### src/rtl/branch_seq_ctrl.sv
// branch_seq_ctrl: multi-cycle sequencer for brzr/brnz/brpl/brmi on the bus-based CPU.
// Optional macro BRANCH_STATS_EN adds saturating taken / not-taken outcome counters.
module branch_seq_ctrl #(
    parameter int unsigned DATA_W    = 32,
`ifdef BRANCH_STATS_EN
    parameter int unsigned CNT_W     = 16,
`endif
    parameter logic [4:0]  BR_OPCODE = 5'b10010
) (
    input  logic              clock,
    input  logic              clear,
    input  logic              start,
    input  logic [DATA_W-1:0] IRIn,
    input  logic              con_q,
    output logic              busy,
    output logic              done,
    output logic              taken,
`ifdef BRANCH_STATS_EN
    output logic [CNT_W-1:0]  taken_cnt,
    output logic [CNT_W-1:0]  not_taken_cnt,
`endif
    output logic              illegal,
    output logic              ra_out,
    output logic              con_in,
    output logic              pc_out,
    output logic              y_in,
    output logic              c_sign_out,
    output logic              alu_add,
    output logic              z_in,
    output logic              zlo_out,
    output logic              pc_in
);

    localparam int unsigned OPC_W = 5;

    typedef enum logic [2:0] {
        ST_IDLE  = 3'd0,
        ST_EVAL  = 3'd1,
        ST_CHECK = 3'd2,
        ST_PC_Y  = 3'd3,
        ST_ADD   = 3'd4,
        ST_WRITE = 3'd5,
        ST_DONE  = 3'd6
    } state_t;

    typedef struct packed {
        logic ra_out;
        logic con_in;
        logic pc_out;
        logic y_in;
        logic c_sign_out;
        logic alu_add;
        logic z_in;
        logic zlo_out;
        logic pc_in;
        logic done;
    } strobe_t;

    state_t             r_state;
    state_t             w_state_nxt;
    strobe_t            r_strb;
    strobe_t            w_strb_nxt;
    logic               r_busy;
    logic               r_illegal;
    logic               r_taken;
    logic               w_illegal_nxt;
    logic               w_taken_nxt;
    logic [OPC_W-1:0]   w_opcode;
    logic               w_br_hit;
    logic               w_unused_ir;

    assign w_opcode    = IRIn[DATA_W-1 -: OPC_W];
    assign w_br_hit    = (w_opcode == BR_OPCODE);
    assign w_unused_ir = ^IRIn[DATA_W-OPC_W-1:0];

    // State register
    always_ff @(posedge clock or negedge clear) begin
        if (!clear) begin
            r_state <= ST_IDLE;
        end else begin
            r_state <= w_state_nxt;
        end
    end

    // Next state, outcome update, and strobes decoded from the upcoming state
    always_comb begin
        w_state_nxt   = r_state;
        w_illegal_nxt = 1'b0;
        w_taken_nxt   = r_taken;
        w_strb_nxt    = '0;

        case (r_state)
            ST_IDLE: begin
                if (start) begin
                    if (w_br_hit) begin
                        w_state_nxt = ST_EVAL;
                    end else begin
                        w_illegal_nxt = 1'b1;
                    end
                end
            end
            ST_EVAL:  w_state_nxt = ST_CHECK;
            ST_CHECK: begin
                if (con_q) begin
                    w_state_nxt = ST_PC_Y;
                end else begin
                    w_state_nxt = ST_DONE;
                    w_taken_nxt = 1'b0;
                end
            end
            ST_PC_Y:  w_state_nxt = ST_ADD;
            ST_ADD:   w_state_nxt = ST_WRITE;
            ST_WRITE: begin
                w_state_nxt = ST_DONE;
                w_taken_nxt = 1'b1;
            end
            ST_DONE:  w_state_nxt = ST_IDLE;
            default:  w_state_nxt = ST_IDLE;
        endcase

        case (w_state_nxt)
            ST_EVAL: begin
                w_strb_nxt.ra_out = 1'b1;
                w_strb_nxt.con_in = 1'b1;
            end
            ST_PC_Y: begin
                w_strb_nxt.pc_out = 1'b1;
                w_strb_nxt.y_in   = 1'b1;
            end
            ST_ADD: begin
                w_strb_nxt.c_sign_out = 1'b1;
                w_strb_nxt.alu_add    = 1'b1;
                w_strb_nxt.z_in       = 1'b1;
            end
            ST_WRITE: begin
                w_strb_nxt.zlo_out = 1'b1;
                w_strb_nxt.pc_in   = 1'b1;
            end
            ST_DONE:  w_strb_nxt.done = 1'b1;
            default:  w_strb_nxt = '0;
        endcase
    end

    // Output registers track the state register so reset clears them in the same cycle
    always_ff @(posedge clock or negedge clear) begin
        if (!clear) begin
            r_strb    <= '0;
            r_busy    <= 1'b0;
            r_illegal <= 1'b0;
            r_taken   <= 1'b0;
        end else begin
            r_strb    <= w_strb_nxt;
            r_busy    <= (w_state_nxt != ST_IDLE);
            r_illegal <= w_illegal_nxt;
            r_taken   <= w_taken_nxt;
        end
    end

    assign busy       = r_busy;
    assign done       = r_strb.done;
    assign taken      = r_taken;
    assign illegal    = r_illegal;
    assign ra_out     = r_strb.ra_out;
    assign con_in     = r_strb.con_in;
    assign pc_out     = r_strb.pc_out;
    assign y_in       = r_strb.y_in;
    assign c_sign_out = r_strb.c_sign_out;
    assign alu_add    = r_strb.alu_add;
    assign z_in       = r_strb.z_in;
    assign zlo_out    = r_strb.zlo_out;
    assign pc_in      = r_strb.pc_in;

`ifdef BRANCH_STATS_EN
    localparam logic [CNT_W-1:0] CNT_MAX = '1;

    logic [CNT_W-1:0] r_taken_cnt;
    logic [CNT_W-1:0] r_not_taken_cnt;

    // Outcome counters: bump once per completed branch, stick at all-ones
    always_ff @(posedge clock or negedge clear) begin
        if (!clear) begin
            r_taken_cnt     <= '0;
            r_not_taken_cnt <= '0;
        end else if (r_state == ST_DONE) begin
            if (r_taken) begin
                if (r_taken_cnt != CNT_MAX) begin
                    r_taken_cnt <= r_taken_cnt + CNT_W'(1);
                end
            end else begin
                if (r_not_taken_cnt != CNT_MAX) begin
                    r_not_taken_cnt <= r_not_taken_cnt + CNT_W'(1);
                end
            end
        end
    end

    assign taken_cnt     = r_taken_cnt;
    assign not_taken_cnt = r_not_taken_cnt;
`endif

    // Bus contention and handshake sanity
    a_one_bus_driver: assert property (@(posedge clock) disable iff (!clear)
        $onehot0({ra_out, pc_out, c_sign_out, zlo_out}));

    a_done_while_busy: assert property (@(posedge clock) disable iff (!clear)
        done |-> busy);

    a_no_illegal_while_busy: assert property (@(posedge clock) disable iff (!clear)
        illegal |-> !busy);

endmodule

### config.mk
export PLATFORM = sky130hd
export DESIGN_NAME = branch_seq_ctrl
export DESIGN_NICKNAME = d
export VERILOG_FILES = /design/src/rtl/branch_seq_ctrl.sv
export SDC_FILE = /design/constraint.sdc
export NUM_CORES = 1
export LEC_CHECK = 0
export BUFFER_PORTS_ARGS = -buffer_cell sky130_fd_sc_hd__buf_2
export CAP_MARGIN = 20
export CORE_MARGIN = 4
export CORE_UTILIZATION = 35
export CTS_CLUSTER_SIZE = 10
export DETAILED_ROUTE_END_ITERATION = 6
export PLACE_DENSITY = 0.86
export SYNTH_ARGS = -nofsm -noshare
export SYNTH_HDL_FRONTEND = slang
export SYNTH_SLANG_ARGS = --single-unit
export TNS_END_PERCENT = 50
### constraint.sdc
create_clock -name clock -period 2.2 [get_ports clock]
set_input_delay 0.44 -clock clock [delete_from_list [all_inputs] [get_ports clock]]
set_output_delay 0.44 -clock clock [all_outputs]
set_load 0.005 [all_outputs]
### Yosys cells after proc, flatten, opt, wreduce, memory -nomap -nowiden

Index checks and enable logic that the tools add are counted.

* register bits: 16
* input port bits: 36
* output and inout bits: 13
* logic and storage cells: 44

* equality and inequality tests: 12
* multiplexer cells: 14
* reduce and logical (&&, ||, !) cells: 4

Operators by type and width (number)
* $pmux 3 s6: 1
* $eq 3x3->1 const B: 5
* $mux 3: 4
* $eq 3x2->1 const B: 3
* $eq 3x1->1 const B: 2
* $mux 2: 3
* $eq 5x5->1 const B: 1
* $mux 1: 5
* $logic_not 3->1: 1
* $reduce_bool 3->1: 1
* $ne 2x2->1 const B: 1
* $pmux 1 s2: 1
* $reduce_and 2->1: 1
* $reduce_bool 2->1: 1

### Depth between registers and ports, before layout

* word-level depth: 6
* mapped depth: 3
* depth with buffers taken out: 3

### Worst setup path after synthesis

Ideal clock, no wire load.

* path type: input -> register
* start point: input port IRIn[29]
* end point: register r_state[0]
* setup time: 131 ps
* arrival time: 1098 ps
* data required time: 2069 ps
* setup slack: 971 ps
* cell stages on the path: 3
* path buffers: 0
* cells stage by stage: and4bb_1 > and3_1 > or3_1

* cells in the longest elaborated chain, start to end: 4

Ends and longest elaborated chain
* start: declaration: line 13 `input logic [DATA_W-1:0] IRIn,`
* $eq 5x5->1: line 73 `assign w_br_hit = (w_opcode == BR_OPCODE);`
* $mux 3: line 95 `if (w_br_hit) begin`
* $mux 3: line 94 `if (start) begin`
* $pmux 3 s6: line 92 `case (r_state)`
* net w_state_nxt[0]: line 60 `state_t w_state_nxt;`
* end signal: assignment: line 81 `r_state <= w_state_nxt;`
* end: declaration: line 59 `state_t r_state;`

The timed path passes the listed nets, and every way through them passes these cells.
A chain may end at the register's enable or synchronous reset.

### Worst setup path after layout

* start point: register r_taken, in the netlist taken
* end point: output port taken

RTL lines
* start: declaration: line 65 `logic r_taken;`
* start signal: assignment: line 155 `r_taken <= w_taken_nxt;`
* end: declaration: line 17 `output logic taken,`

No word-level cell between the ends.

==> flow_metrics.env <==
export IMPL_synth_area_leaders="dfrtp_1 (59%), buf_4 (8.0%), a21oi_1 (3.2%), and2_1 (2.7%), and4bb_1 (2.7%)"
export IMPL_fin_nets=98
export IMPL_period_share=0.557
export IMPL_ys_seq_area_frac=0.585
export IMPL_dieArea_mm2=0.00199
export IMPL_yosysMostFrequentCell="dfrtp_1"
export IMPL_grt_max_degree=12
export IMPL_setup_violations_final=0
export IMPL_grt_pass1_vias=329
export IMPL_clock_latency_ns=0.26
export IMPL_synth_seq_cells=11
export IMPL_yosysUniqueCellTypes=20
export IMPL_die_y_um=44.7
export IMPL_layout_drive_gt1_share=0.426
export IMPL_synth_async_sr_flop_share=1.00
export IMPL_finalWirelength_um=812
export IMPL_max_slew_margin=0.844
export IMPL_antenna_left=0
export IMPL_drt_initial_drc_count=2
export IMPL_min_path_type="input port to async pin"
export IMPL_cp_required_ns=1.76
export IMPL_grt_use_total=0.0935
export IMPL_setup_tns_ns=0
export IMPL_yosys_warnings=0
export IMPL_synth_common_cells="dfrtp_1 (11), buf_4 (5), a21oi_1 (3), nor2_1 (3)"
export IMPL_initial_core_util=0.397
export IMPL_clock_tree_htree_level_count=1
export IMPL_dpl_cell_count=71
export IMPL_synthToLayoutAreaGrowth_pct=23.7
export IMPL_die_w_um=44.7
export IMPL_io_pins=49
export IMPL_grt_pass1_wl_um=1300
export IMPL_drcViolationCount=0
export IMPL_synth_area_um2=470
export IMPL_crit_path_start_kind="flip-flop"
export IMPL_powerDensity_mw_per_mm2=1160
export IMPL_synthFlopType="dfrtp_1"
export IMPL_fin_worst_skew_ns=0.000839
export IMPL_top_usage_layer="met2"
export IMPL_io_buffers=21
export IMPL_stdcell_count=75
export IMPL_cts_buffers=3
export IMPL_cts_tree="built"
export IMPL_netlist_instances=41
export IMPL_leakagePower_nw=0.330
export IMPL_clk_path_buf_depth=2
export IMPL_hold_buffers=0
export IMPL_worstPathArrival_ns=0.78
export IMPL_vias=343
export IMPL_synth_fp_nets=77
export IMPL_drt_pass1_iter_count=2
export IMPL_worstPathBufferInverterCount=1
export IMPL_crit_slowest_cell="dfrtp_1"
export IMPL_ir_worst_vdd_uv=410
export IMPL_cap_viol_max_count=0
export IMPL_critPathMaxFanout=3
export IMPL_cp_slowest_stage_delay_ns=0.39
export IMPL_hold_violations=0
export IMPL_use_met3=0.0325
export IMPL_cts_root_buffer="clkbuf_4"
export IMPL_overflow=0
export IMPL_wl_per_cell_um=10.8
export IMPL_run_status="complete, no violations"
export IMPL_clk_pin_slew_ns=0.07
export IMPL_cts_resized=0
export IMPL_worstSetupPathType="flip-flop to output port"
export IMPL_fin_crit_ns=1.22
export IMPL_rsz0062_at_grt="no"
export IMPL_synth_top_area_frac=0.585
export IMPL_cts_setup_buffers=0
export IMPL_met2_usage=0.160
export IMPL_cts_sinks=11
export IMPL_use_met1=0.0970
export IMPL_syn_avg_cell_area_um2=11.5
export IMPL_core_area_mm2=0.00119
export IMPL_fmax_ghz=0.816
export IMPL_place_gp_congestion=0.720
export IMPL_cp_end_kind="output port"
export IMPL_cp_top_family="flip-flops"
export IMPL_n_antenna_cell=0
export IMPL_worst_pin_slew_ns=0.234
export IMPL_avgViaCountPerCell=4.57
export IMPL_synth_largest_area_cell="dfrtp_1"
export IMPL_synth_edff_count=0
export IMPL_antenna_found_initial=0
export IMPL_dp_hpwl_um=667
export IMPL_drv_slew=0
export IMPL_row_count=12
export IMPL_cp_cell_sequence="buf_2"
export IMPL_fillCellCount=111
metrics by stage:
stage,power [mW],instance area [um^2],hold slack (ns),util,setup WS [ns]
3_5_place_dp,0.552,556,0.317,0.468,0.823
3_3_place_gp,0.539,556,0.313,0.468,0.858
6_report,0.675,582,0.0282,0.491,0.975
4_1_cts,0.688,582,0.0286,0.491,0.960
5_1_grt,0.732,582,0.0439,0.491,0.942
2_1_floorplan,0.475,470,0.144,-,0.971
cell usage in the layout (no fill, tap or decap):
| master | instances |
|---|---|
| o21ai_1 | 1 |
| nand3b_1 | 1 |
| and2b_1 | 1 |
| a21oi_1 | 3 |
| o21bai_1 | 1 |
| or3_1 | 1 |
| nand2_1 | 1 |
| clkbuf_4 | 3 |
| nor2_1 | 3 |
| buf_2 | 21 |
| and3_1 | 1 |
| a22oi_1 | 1 |
| dfrtp_1 | 11 |
| and2_1 | 2 |
| nor2_2 | 1 |
| mux2i_1 | 1 |
| inv_1 | 2 |
| and4bb_1 | 1 |
| nor2b_1 | 2 |
| clkbuf_1 | 1 |
| nor3b_2 | 1 |
| nand2b_1 | 1 |
final cells by class:
class / count / area (um^2) / share of cell area
Clock buffer: 4 / 26.3 / 0.0452
Inverter: 2 / 7.51 / 0.0129
Multi-Input combinational cell: 23 / 150 / 0.258
Sequential cell: 11 / 275 / 0.473
Tap cell: 14 / 17.5 / 0.0301
Timing Repair Buffer: 21 / 105 / 0.181
power by group:
part	leakage [nW]	internal, mW	switching [mW]
registers	0.144	0.273	0.0483
logic	0.171	0.114	0.107
clock network	0.0150	0.0700	0.0619
total	0.330	0.458	0.217
layer usage:
layer | routed length (um) | share of wire | vias to the layer above
li1 | - | - | 172
met1 | 327 | 0.40 | 154
met2 | 390 | 0.48 | 17
met3 | 93 | 0.11 | 0
met4 | 0 | 0 | 0
met5 | 0 | 0 | -
flip-flops by register name, summed over array words and instances (netlist names):
register  flops
illegal       1
r_state       3
taken         1
alu_add       1
con_in        1
done          1
pc_in         1
pc_out        1
busy          1
cells by family (layout without fill, tap and decap cells):
logic type | count (synthesis) | count (layout) | share of synthesized area
AO/OA/AOI/OAI | 6 | 6 | 0.0745
flip-flops | 11 | 11 | 0.585
multiplexers | 1 | 1 | 0.0213
buffers and inverters | 7 | 27 | 0.0958
AND/OR/NAND/NOR | 16 | 16 | 0.223
path summary, 6_finish.rpt:
check | cells after the start | slack [ns] | start | end
worst max register to register | 3 | 1.04 | r_state[2] | r_state[0]
max in group asynchronous | 1 | 1.98 | clear | r_state[2]
min in group clock | 3 | 0.44 | IRIn[27] | illegal
worst max-delay path | 1 | 0.98 | taken | taken
worst min register to register | 1 | 0.52 | r_state[0] | pc_out
worst min-delay path | 1 | 0.03 | clear | pc_in
Note: power is estimated with default switching activity, not from simulation.
